### src/rtl/bp_be_pkg.sv
// Shared BE types: issue-sequencer FSM states and small width helpers.
package bp_be_pkg;

    typedef enum logic [1:0] {
        e_seq_run     = 2'd0,
        e_seq_wait_fe = 2'd1,
        e_seq_settle  = 2'd2
    } bp_be_issue_seq_state_e;

    // Minimum 1-bit width for a register holding values 0..n-1.
    function automatic int unsigned bp_be_width(input int unsigned n);
        return (n > 1) ? $clog2(n) : 1;
    endfunction

endpackage

### src/rtl/bsg_counter_up_down.sv
// Saturating up/down counter with synchronous clear and async active-low reset.
// Latency: count_o reflects up/down/clear one edge later.
// Backpressure: none; out-of-range steps hold at the bound.
module bsg_counter_up_down #(
    parameter int max_val_p = 8
) (
    input  logic                             clk_i,
    input  logic                             reset_n_i,
    input  logic                             clear_i,
    input  logic                             up_i,
    input  logic                             down_i,
    output logic [$clog2(max_val_p+1)-1:0]   count_o
);

    localparam int width_lp = $clog2(max_val_p + 1);
    localparam logic [width_lp-1:0] max_lp = width_lp'(max_val_p);

    logic [width_lp-1:0] count_r;

    always_ff @(posedge clk_i or negedge reset_n_i) begin
        if (!reset_n_i) begin
            count_r <= '0;
        end else if (clear_i) begin
            count_r <= '0;
        end else if (up_i && !down_i && (count_r != max_lp)) begin
            count_r <= count_r + 1'b1;
        end else if (down_i && !up_i && (count_r != '0)) begin
            count_r <= count_r - 1'b1;
        end
    end

    assign count_o = count_r;

endmodule

### src/rtl/bp_be_issue_sequencer.sv
// Issue-queue control sequencer: maps dispatch/commit/flush/redirect onto queue op strobes.
// Latency: strobes are combinational from state and inputs (zero cycles).
// Backpressure: hold_i and the redirect/settle window suppress issue; no ready handshake.
module bp_be_issue_sequencer
    import bp_be_pkg::*;
#(
    parameter int fe_queue_fifo_els_p  = 8,
    parameter int compressed_support_p = 0,
    parameter int settle_cycles_p      = 2
) (
    input  logic                                     clk_i,
    input  logic                                     reset_n_i,
    input  logic                                     issue_v_i,
    input  logic                                     dispatch_v_i,
    input  logic                                     dispatch_skip_i,
    input  logic                                     commit_v_i,
    input  logic                                     commit_skip_i,
    input  logic                                     flush_v_i,
    input  logic                                     redirect_v_i,
    input  logic                                     fe_cmd_yumi_i,
    input  logic                                     hold_i,
    output logic                                     read_v_o,
    output logic                                     read_skip_o,
    output logic                                     deq_v_o,
    output logic                                     deq_skip_o,
    output logic                                     roll_v_o,
    output logic                                     clr_v_o,
    output logic                                     suppress_v_o,
    output logic [$clog2(fe_queue_fifo_els_p+1)-1:0] inflight_o,
    output logic                                     busy_o,
    output logic                                     protocol_err_o
);

    localparam int inflight_w_lp = $clog2(fe_queue_fifo_els_p + 1);
    localparam int settle_w_lp   = bp_be_width(settle_cycles_p);
    localparam logic [settle_w_lp-1:0] settle_load_lp =
        (settle_cycles_p > 0) ? settle_w_lp'(settle_cycles_p - 1) : '0;
    localparam logic [inflight_w_lp-1:0] inflight_max_lp = inflight_w_lp'(fe_queue_fifo_els_p);
    localparam logic compressed_en_lp = (compressed_support_p != 0);

    bp_be_issue_seq_state_e state_r, state_n;
    logic [settle_w_lp-1:0] settle_cnt_r, settle_cnt_n;

    logic read_raw, deq_raw, roll_raw, clr_raw, suppress_raw, seq_err;
    logic err_set, protocol_err_r;
    logic [inflight_w_lp-1:0] inflight;

    always_ff @(posedge clk_i or negedge reset_n_i) begin
        if (!reset_n_i) begin
            state_r      <= e_seq_run;
            settle_cnt_r <= '0;
        end else begin
            state_r      <= state_n;
            settle_cnt_r <= settle_cnt_n;
        end
    end

    always_comb begin
        state_n      = state_r;
        settle_cnt_n = settle_cnt_r;
        read_raw     = 1'b0;
        deq_raw      = 1'b0;
        roll_raw     = 1'b0;
        clr_raw      = 1'b0;
        suppress_raw = 1'b0;
        seq_err      = 1'b0;

        case (state_r)
            e_seq_run: begin
                if (redirect_v_i) begin
                    clr_raw      = 1'b1;
                    suppress_raw = 1'b1;
                    state_n      = e_seq_wait_fe;
                end else if (flush_v_i) begin
                    // The queue folds a same-cycle deq into the roll.
                    roll_raw = 1'b1;
                    deq_raw  = commit_v_i;
                end else begin
                    read_raw     = issue_v_i & dispatch_v_i & ~hold_i;
                    deq_raw      = commit_v_i;
                    suppress_raw = hold_i;
                end
            end

            e_seq_wait_fe: begin
                suppress_raw = 1'b1;
                seq_err      = commit_v_i | (dispatch_v_i & issue_v_i);
                if (redirect_v_i) begin
                    clr_raw      = 1'b1;
                    settle_cnt_n = '0;
                end else if (fe_cmd_yumi_i) begin
                    if (settle_cycles_p == 0) begin
                        state_n = e_seq_run;
                    end else begin
                        state_n      = e_seq_settle;
                        settle_cnt_n = settle_load_lp;
                    end
                end
            end

            e_seq_settle: begin
                suppress_raw = 1'b1;
                seq_err      = commit_v_i | (dispatch_v_i & issue_v_i);
                if (redirect_v_i) begin
                    clr_raw      = 1'b1;
                    state_n      = e_seq_wait_fe;
                    settle_cnt_n = '0;
                end else if (settle_cnt_r == '0) begin
                    state_n = e_seq_run;
                end else begin
                    settle_cnt_n = settle_cnt_r - 1'b1;
                end
            end

            default: begin
                state_n      = e_seq_run;
                settle_cnt_n = '0;
            end
        endcase
    end

    // Strobes are forced low while reset is asserted so the queue sees no ops.
    assign read_v_o     = reset_n_i & read_raw;
    assign deq_v_o      = reset_n_i & deq_raw;
    assign roll_v_o     = reset_n_i & roll_raw;
    assign clr_v_o      = reset_n_i & clr_raw;
    assign suppress_v_o = reset_n_i & suppress_raw;

    assign read_skip_o  = compressed_en_lp & read_v_o & dispatch_skip_i;
    assign deq_skip_o   = compressed_en_lp & deq_v_o & commit_skip_i;

    bsg_counter_up_down #(
        .max_val_p (fe_queue_fifo_els_p)
    ) u_inflight (
        .clk_i     (clk_i),
        .reset_n_i (reset_n_i),
        .clear_i   (clr_v_o | roll_v_o),
        .up_i      (read_v_o),
        .down_i    (deq_v_o),
        .count_o   (inflight)
    );

    assign err_set = seq_err
                   | (deq_v_o & ~read_v_o & (inflight == '0))
                   | (read_v_o & (inflight == inflight_max_lp));

    always_ff @(posedge clk_i or negedge reset_n_i) begin
        if (!reset_n_i) begin
            protocol_err_r <= 1'b0;
        end else if (err_set) begin
            protocol_err_r <= 1'b1;
        end
    end

    assign inflight_o     = inflight;
    assign protocol_err_o = protocol_err_r;
    assign busy_o         = (state_r != e_seq_run);

endmodule

### config.mk
export PLATFORM = sky130hd
export DESIGN_NAME = bp_be_issue_sequencer
export DESIGN_NICKNAME = d
export VERILOG_FILES = /design/src/rtl/bp_be_pkg.sv /design/src/rtl/bsg_counter_up_down.sv /design/src/rtl/bp_be_issue_sequencer.sv
export SDC_FILE = /design/constraint.sdc
export NUM_CORES = 1
export LEC_CHECK = 0
export ABC_AREA = 0
export BUFFER_PORTS_ARGS = -buffer_cell sky130_fd_sc_hd__clkbuf_2
export CORE_ASPECT_RATIO = 0.8
export CORE_MARGIN = 8
export CORE_UTILIZATION = 36
export CTS_CLUSTER_SIZE = 16
export DETAILED_ROUTE_END_ITERATION = 7
export GPL_ROUTABILITY_DRIVEN = 0
export PLACE_DENSITY = 0.73
export RECOVER_POWER = 100
export SYNTH_ARGS = -nofsm -noshare
export SYNTH_HDL_FRONTEND = slang
export SYNTH_SLANG_ARGS = --single-unit
### constraint.sdc
create_clock -name clk_i -period 2.4 [get_ports clk_i]
set_clock_uncertainty 0.1 [all_clocks]
set_input_delay 0.72 -clock clk_i [delete_from_list [all_inputs] [get_ports clk_i]]
set_output_delay 0.72 -clock clk_i [all_outputs]
set_load 0.01 [all_outputs]
==> flow_summary.yaml, run 1 <==
drt:
  postRouteAntennaNets: 0
  vias: 717
  dr_wl_met2_mm: 1.01
  met3_wirelength_um: 67
  routed_wl_mm: 1.98
  first_pass_iters: 4
  wirelength_met1_um: 846
  wl_per_cell_um: 13.9
  post-route-drc-count: 0
  viasPerCell: 5.05
  route.top_layer_used: "met4"
  drt_first_iter_violations: 18
timing:
  finalSetupTns_ps: 0
  setup_violations: 0
  min_period_ps: 2360
  worst_pin_slew_ps: 513
  maxSlewViolCount: 0
  fin_crit_sh_pct: 98.3
  max_freq_ghz: 0.424
  hold_viol_final: 0
  fin_ws_ps: 40.5
  relSlewSlack_pct: 65.3
place:
  dp_slack_ps: -302
  place_area_mm2: 0.00102
  io_buffers: 19
  dp_hpwl_mm: 1.63
worst_setup_path:
  startpoint: "u_inflight.count_o[1]"
  critical_path.cell_chain: "nor4b_1 -> nor2_1 -> nand2_4 -> ha_4 -> a21oi_2 -> a2111oi_4 -> a311o_1 -> o211a_1"
  path_buf_inv: 0
  crit_slowest_cell: "nor4b_1"
  r2r-end: "u_inflight.count_o[3]"
  r2r_start: "u_inflight.count_o[1]"
  cp_max_fo: 3
  reg2reg_depth: 8
  r2r_slack_ps: 40
  crit_type: "reg -> reg"
  crit_path_start_kind: "register"
  crit_arrival_ps: 2400
  cpPeakStageDelay_ps: 510
  endpoint_kind: "register"
  critical_path.top_delay_family: "compound AO/OA/AOI/OAI gates"
  required_ps: 2440
global_route:
  grt_antenna_before_repair: 0
  first_global_vias: 742
  gr-total-overflow: 0
  grt_max_degree: 13
  gr-usage-all-layers_pct: 11.0
  grt_pass1_wl_mm: 3.37
power_and_ir_drop:
  finalPower_mw: 0.776
  p_switching_mw: 0.315
  pwr_density_cell_mw_per_mm2: 704
  pwr-share-clk_pct: 13.7
  power.leakage_nw: 0.536
  power_switching_share_pct: 40.6
  seqPwrFrac_pct: 23.0
  power.internal_mw: 0.461
  ir_drop_mv: 0.357
  pwr-share-comb_pct: 63.2
synthesis:
  synth.avg_cell_area_um2: 9.39
  async_flop_share_pct: 100
  yosys-top-cells-area: "dfrtp_1 (26%), ha_1 (9.9%), inv_1 (4.9%), a21oi_1 (3.9%), mux2i_1 (3.9%)"
  synth_top_area_share_pct: 26.3
  synthFlopType: "dfrtp_1"
  ys_seq_elements: 8
  synthDistinctLibCells: 36
  yosysMostFrequentCell: "inv_1"
  syn_area_um2: 761
  synth_top_area_cell: "dfrtp_1"
  yosysWarnings: 0
  yosysSeqAreaShare_pct: 26.3
  synth-edff-count: 0
  syn-instance-count: 81
  synth_commonest_cells: "inv_1 (10), dfrtp_1 (8), a21oi_1 (6), ha_1 (6), nand2_1 (6)"
floorplanning:
  rows: 15
  dieArea_mm2: 0.00385
  core_mm2: 0.00208
  start_util_pct: 36.5
  io_pins: 24
  dieHeight_um: 57.1
  die_w_um: 67.4
final_layout:
  seq_area_um2: 200
  diodes: 0
  fin_nets: 137
  fin_area_mm2: 0.00110
  fillCellCount: 174
  drive_gt1_share_pct: 49.6
  multi_input_area_um2: 602
  area_growth_pct: 44.7
clock_network:
  ctsLongestPathBuffers: 2
  clkSlewWorstSetupHoldPaths_ps: 60
  hold_buffers: 0
  h-tree-depth: 1
  cts_root_buffer: "clkbuf_4"
  cts.sinks: 8
  clk_latency_ps: 250
  cts_tree: "done"
  cts_buffers: 3
run:
  maxCapViolations: 0
worst_hold_path:
  hold_path.class: "in -> async"
outcome:
  status: "finished clean"
## metal layers
layer	vias up	global-route usage, %
met3	6	2.15
met5	-	0
met2	15	18.7
met1	341	12.5
li1	355	-
met4	0	5.65
## flip-flops by register name, indices dropped and copies added, names as in the netlist
name                cells
u_inflight.count_o      4
state_r                 2
protocol_err_o          1
settle_cnt_r            1
## final cells by class
class / instances / area share, %
Timing Repair Buffer: 34 / 18.9
Tap cell: 25 / 2.84
Clock buffer: 3 / 2.05
Sequential cell: 8 / 18.2
Multi-Input combinational cell: 62 / 54.7
Inverter: 10 / 3.41
## worst reg2reg max path, cell delays in order, from the launching register on
cell	delay, ps
dfrtp_1	380
nor4b_1	510
nor2_1	140
nand2_4	120
ha_4	220
a21oi_2	210
a2111oi_4	110
a311o_1	340
o211a_1	130
## metrics by stage
stage | cells | util, % | hold WS (ps)
global route | 142 | 52.9 | 338
CTS | 142 | 50.6 | 325
global placement | 138 | 49.0 | 382
finish | 142 | 52.9 | 329
detailed placement | 138 | 49.0 | 393
floorplan | 82 | - | 324
## power by group through the flow
| stage | Combinational, mW | Sequential (mW) | Clock (mW) |
|---|---|---|---|
| final | 0.490 | 0.179 | 0.107 |
| after global routing | 0.544 | 0.181 | 0.114 |
| after CTS | 0.436 | 0.176 | 0.111 |
| after detailed placement | 0.418 | 0.183 | 0 |
| after global placement | 0.405 | 0.178 | 0 |
| after floorplan | 0.261 | 0.188 | 0 |
## layout by cell type, fill, tap and decap left out, types with 2 or more instances in the layout
master and count:
a21oi_1 4, a21oi_2 2, and2_1 3, and3b_1 2, buf_4 15, clkbuf_2 18
clkbuf_4 3, conb_1 2, dfrtp_1 8, ha_1 3, ha_4 3, inv_1 8
inv_2 2, mux2_2 2, mux2i_1 3, nand2_1 5, nor2_1 2, nor2b_1 2
o21ai_0 3, o21ai_1 2
## worst max-delay path by stage
stage	cells after the start	slack [ps]	endpoint
final	8	40	u_inflight.count_o[3]
after global routing	8	-20	u_inflight.count_o[3]
after CTS	6	20	roll_v_o
after detailed placement	9	-300	u_inflight.count_o[3]
after global placement	9	-270	u_inflight.count_o[3]
after floorplan	8	-130	u_inflight.count_o[3]
## repair_timing
| item | in CTS | in global routing |
|---|---|---|
| endpoints found under the setup margin | 3 | 4 |
| pin swaps | 1 | 9 |
| buffers inserted | 1 | 0 |
| gates resized for setup | 1 | 11 |
| endpoints found under the hold margin | 0 | 0 |
## cells by family after synthesis
family,synth area share [%]
fa+ha+maj,12.5
buf+inv,6.91
simple gates,25.7
flops,26.3
compound gates,20.1
xor+xnor,1.15
mux,6.91
other cells,0.493
Note: power is estimated with default switching activity, not from simulation.
==> run 2, diff against run 1 <==
--- a/config.mk
+++ b/config.mk
@@ -13,8 +13,9 @@
 export CTS_CLUSTER_SIZE = 16
 export DETAILED_ROUTE_END_ITERATION = 7
 export GPL_ROUTABILITY_DRIVEN = 0
-export PLACE_DENSITY = 0.73
+export PLACE_DENSITY = 0.71
 export RECOVER_POWER = 100
+export SETUP_SLACK_MARGIN = 0.1
 export SYNTH_ARGS = -nofsm -noshare
 export SYNTH_HDL_FRONTEND = slang
 export SYNTH_SLANG_ARGS = --single-unit
==> constraint.sdc (replaced) <==
create_clock -name clk_i -period 3 [get_ports clk_i]
set_clock_uncertainty 0.1 [all_clocks]
set_input_delay 0.9 -clock clk_i [delete_from_list [all_inputs] [get_ports clk_i]]
set_output_delay 0.9 -clock clk_i [all_outputs]
set_load 0.01 [all_outputs]
==> run 2 against run 1 <==
  * Cell count is 8.5% lower
  * Die area stayed put
  * Sequential power is 16% lower
  * Register-to-register slack better by 290 ps
  * Via count is 6.4% lower
  * Critical endpoint is now roll_v_o
==> flow_summary.yaml, run 2 (synthesis results as in run 1) <==
global_route:
  gr-usage-all-layers_pct: 9.46
  grt_pass1_wl_mm: 2.85
  grt_max_degree: 13
  grt_antenna_before_repair: 0
  gr-total-overflow: 0
  first_global_vias: 640
final_layout:
  stdcell_count: 130
  fin_area_um2: 888
  postLayoutCoreUtil_pct: 42.6
  final_common_cell: "clkbuf_1"
  largest_reg_flops: 4
  drive_gt1_share_pct: 21.0
  area_growth_pct: 16.8
  fin_nets: 125
  most-common-layout-cells: "clkbuf_1 (12), inv_1 (10), clkbuf_2 (8), dfrtp_1 (8), a21oi_1 (7)"
  seq_area_um2: 200
  multi_input_area_um2: 497
  fillCellCount: 214
  diodes: 0
place:
  dp_cells: 127
  io_buffers: 19
  dp_hpwl_mm: 1.44
  place_area_um2: 898
drt:
  viasPerCell: 5.16
  postRouteAntennaNets: 0
  wl_per_cell_um: 13.6
  routed_wl_mm: 1.77
  drt_first_iter_violations: 14
  first_pass_iters: 4
  post-route-drc-count: 0
  vias: 671
floorplanning:
  core_mm2: 0.00208
  dieArea_mm2: 0.00385
  die_w_um: 67.4
  start_util_pct: 36.5
  rows: 15
  io_pins: 24
  dieHeight_um: 57.1
clock_network:
  h-tree-depth: 1
  cts.sinks: 8
  cts_root_buffer: "clkbuf_4"
  hold_buffers: 0
  cts_tree: "done"
  ctsLongestPathBuffers: 2
  cts_buffers: 3
  clk_latency_ps: 260
  post_cts_buffers: 0
  clkSlewWorstSetupHoldPaths_ps: 60
  cts_resized: 0
worst_hold_path:
  hold_path.class: "reg -> reg"
  hold_start: "protocol_err_o"
worst_setup_path:
  required_ps: 2000
  r2r-end: "u_inflight.count_o[3]"
  reg2reg_depth: 10
  endpoint_kind: "output pin"
  crit_path_start_kind: "input port"
  startpoint: "reset_n_i"
  crit_end: "roll_v_o"
  crit_type: "in -> out"
  r2r_slack_ps: 330
  r2r_start: "state_r[0]"
  cp_max_fo: 12
  crit_arrival_ps: 1790
timing:
  maxSlewViolCount: 0
  fin_crit_sh_pct: 93.0
  grt_setup_unrepaired: "no"
  max_freq_ghz: 0.359
  min_period_ps: 2790
  setup_violations: 0
  hold_viol_final: 0
  finalSetupTns_ps: 0
run:
  maxCapViolations: 0
power_and_ir_drop:
  power.leakage_nw: 0.420
  ir_drop_mv: 0.327
  pwr_density_cell_mw_per_mm2: 574
outcome:
  status: "finished clean"
## run 2: layer usage
layer | track usage (%) | vias to the layer above | part of all wire (%)
met5 | 0 | - | 0
met4 | 0.893 | 0 | 0.40
met3 | 5.27 | 2 | 9.7
met2 | 15.1 | 20 | 46
met1 | 11.1 | 321 | 43
li1 | - | 328 | -
## run 2: worst min-delay path by stage
stage | endpoint | slack, ps | depth (start not counted)
after floorplan | settle_cnt_r | 380 | 1
final | protocol_err_o | 380 | 2
after detailed placement | protocol_err_o | 370 | 2
after CTS | protocol_err_o | 380 | 2
after global placement | protocol_err_o | 370 | 2
after global routing | protocol_err_o | 410 | 2
## run 2: stage by stage
stage	power [mW]	hold WS, ps	setup WS, ps
5_1_grt	0.550	407	104
3_5_place_dp	0.437	367	81.3
6_report	0.510	376	211
4_1_cts	0.523	380	278
3_3_place_gp	0.426	366	105
2_1_floorplan	0.352	378	171
## run 2: critical path, cell delays in order
cell      delay (ps)
clkbuf_1         150
buf_4            220
and3b_1          220
and2_1           140
clkbuf_1         160
## run 2: layout make-up
| type | instances | share of cell area [%] |
|---|---|---|
| multi-input combinational | 62 | 55.9 |
| inverter | 10 | 4.23 |
| sequential | 8 | 22.5 |
| timing repair buffer | 22 | 11.3 |
| tap | 25 | 3.52 |
| clock buffer | 3 | 2.54 |
## run 2: power breakdown
| part | switching, mW | internal, mW |
|---|---|---|
| Clock | 0.0377 | 0.0459 |
| Combinational | 0.156 | 0.120 |
| Sequential | 0.0220 | 0.129 |
| Total | 0.216 | 0.295 |
==> run 3, diff against run 2 <==
--- a/config.mk
+++ b/config.mk
@@ -10,6 +10,7 @@
 export CORE_ASPECT_RATIO = 0.8
 export CORE_MARGIN = 8
 export CORE_UTILIZATION = 36
+export CTS_BUF_LIST = sky130_fd_sc_hd__clkbuf_8
 export CTS_CLUSTER_SIZE = 16
 export DETAILED_ROUTE_END_ITERATION = 7
 export GPL_ROUTABILITY_DRIVEN = 0
==> run 3 against run 2 <==
  * First-iteration DRC count fell by 50%
  * Sequential power barely moved
  * Count of clock-buffer cells in the layout did not move
  * Maximum frequency fell by 0.16%
  * Hold slack got worse by 3.9 ps
  * Cell count did not move
  * Sequential cell count did not move
  * Clock power rose by 58%
  * Non-clock buffer count did not move
  * Largest cell class unchanged
  * Highest routed layer unchanged
==> flow_summary.yaml, run 3 (synthesis results as in run 1) <==
outcome:
  status: "finished clean"
clock_network:
  hold_buffers: 0
  cts_tree: "done"
  cts_buffers: 3
  clkSlewWorstSetupHoldPaths_ps: 40
  h-tree-depth: 1
  ctsLongestPathBuffers: 2
  cts_resized: 0
  post_cts_buffers: 0
  cts_root_buffer: "clkbuf_8"
  cts.sinks: 8
  clk_latency_ps: 230
drt:
  post-route-drc-count: 0
  viasPerCell: 5.09
  routed_wl_mm: 1.74
  first_pass_iters: 4
  drt_first_iter_violations: 7
  wl_per_cell_um: 13.4
  postRouteAntennaNets: 0
  vias: 662
power_and_ir_drop:
  ir_drop_mv: 0.307
  power.leakage_nw: 0.428
  power.internal_mw: 0.336
  p_switching_mw: 0.221
  pwr-share-clk_pct: 23.6
  seqPwrFrac_pct: 27.2
  pwr-share-comb_pct: 49.2
  pwr_density_cell_mw_per_mm2: 614
  power_switching_share_pct: 39.7
global_route:
  grt_max_degree: 13
  first_global_vias: 632
  grt_pass1_wl_mm: 2.86
  gr-total-overflow: 0
  grt_antenna_before_repair: 0
  gr-usage-all-layers_pct: 9.81
place:
  dp_slack_ps: 81.3
  io_buffers: 19
  dp_hpwl_mm: 1.44
final_layout:
  diodes: 0
  most-common-layout-cells: "clkbuf_1 (12), inv_1 (10), clkbuf_2 (8), dfrtp_1 (8), a21oi_1 (7)"
  fin_nets: 125
  drive_gt1_share_pct: 21.0
  largest_reg_flops: 4
  fillCellCount: 216
  area_growth_pct: 19.2
  final_common_cell: "clkbuf_1"
worst_setup_path:
  crit_path_start_kind: "input port"
  critical_path.cell_chain: "clkbuf_1 -> buf_4 -> and3b_1 -> and2_1 -> clkbuf_1"
  path_buf_inv: 3
  endpoint_kind: "output pin"
  cp_common_cell: "clkbuf_1"
  cp_max_fo: 12
  crit_arrival_ps: 1790
  critical_path.top_delay_family: "buffers and inverters"
  crit_slowest_cell: "and3b_1"
  required_ps: 2000
  cpPeakStageDelay_ps: 230
  crit_type: "in -> out"
timing:
  hold_viol_final: 0
  fin_crit_sh_pct: 93.1
  min_period_ps: 2790
  setup_violations: 0
  maxSlewViolCount: 0
  fin_ws_ps: 207
  grt_setup_unrepaired: "no"
  max_freq_ghz: 0.358
  finalSetupTns_ps: 0
floorplanning:
  io_pins: 24
  start_util_pct: 36.5
  dieArea_mm2: 0.00385
  dieHeight_um: 57.1
  rows: 15
  die_w_um: 67.4
  core_mm2: 0.00208
worst_hold_path:
  hold_path.class: "reg -> reg"
run:
  maxCapViolations: 0
==> run 3: per-layer routing <==
metal	wire length [um]	global-route usage (%)	part of all wire (%)	vias to the layer above
met1	758	11.3	43	314
met2	803	14.6	46	17
met3	167	5.27	9.6	2
li1	-	-	-	329
met5	0	0	0	-
met4	14	4.46	0.80	0
==> run 3: final cells by class <==
| type | instances | area [um^2] | share of cell area (%) |
|---|---|---|---|
| tap | 25 | 31.3 | 3.45 |
| sequential | 8 | 200 | 22.1 |
| timing repair buffer | 22 | 100 | 11.0 |
| clock buffer | 3 | 41.3 | 4.55 |
| multi-input combinational | 62 | 497 | 54.8 |
| inverter | 10 | 37.5 | 4.14 |
==> run 3: per-stage QoR <==
step | area [um^2] | power, mW | instances | hold slack [ps] | util, %
after floorplan | 764 | 0.352 | 82 | 378 | -
after global placement | 898 | 0.426 | 127 | 366 | 43.1
after detailed placement | 898 | 0.437 | 127 | 367 | 43.1
after CTS | 940 | 0.573 | 130 | 377 | 45.1
after global routing | 907 | 0.600 | 130 | 403 | 43.5
final | 907 | 0.557 | 130 | 372 | 43.5
==> run 3: worst min-delay path, stage by stage, from the launching register on <==
cell,delay [ps]
dfrtp_1,340
a21oi_1,40
o21ai_0,60
==> run 3: final timing paths <==
| check | cells after the start | slack [ps] | from | end |
|---|---|---|---|---|
| min reg2reg | 2 | 370 | protocol_err_o | protocol_err_o |
| min in group asynchronous | 2 | 590 | reset_n_i | u_inflight.count_o[3] |
| max | 5 | 210 | reset_n_i | roll_v_o |
| max reg2reg | 10 | 340 | state_r[0] | u_inflight.count_o[3] |
| min | 2 | 370 | protocol_err_o | protocol_err_o |
| max in group asynchronous | 2 | 2060 | reset_n_i | u_inflight.count_o[0] |
==> run 3: power by group through the flow <==
stage	clock network, mW	registers [mW]	logic [mW]
detailed placement	0	0.153	0.284
floorplan	0	0.150	0.202
global route	0.142	0.156	0.302
finish	0.132	0.151	0.274
CTS	0.138	0.151	0.284
global placement	0	0.150	0.276
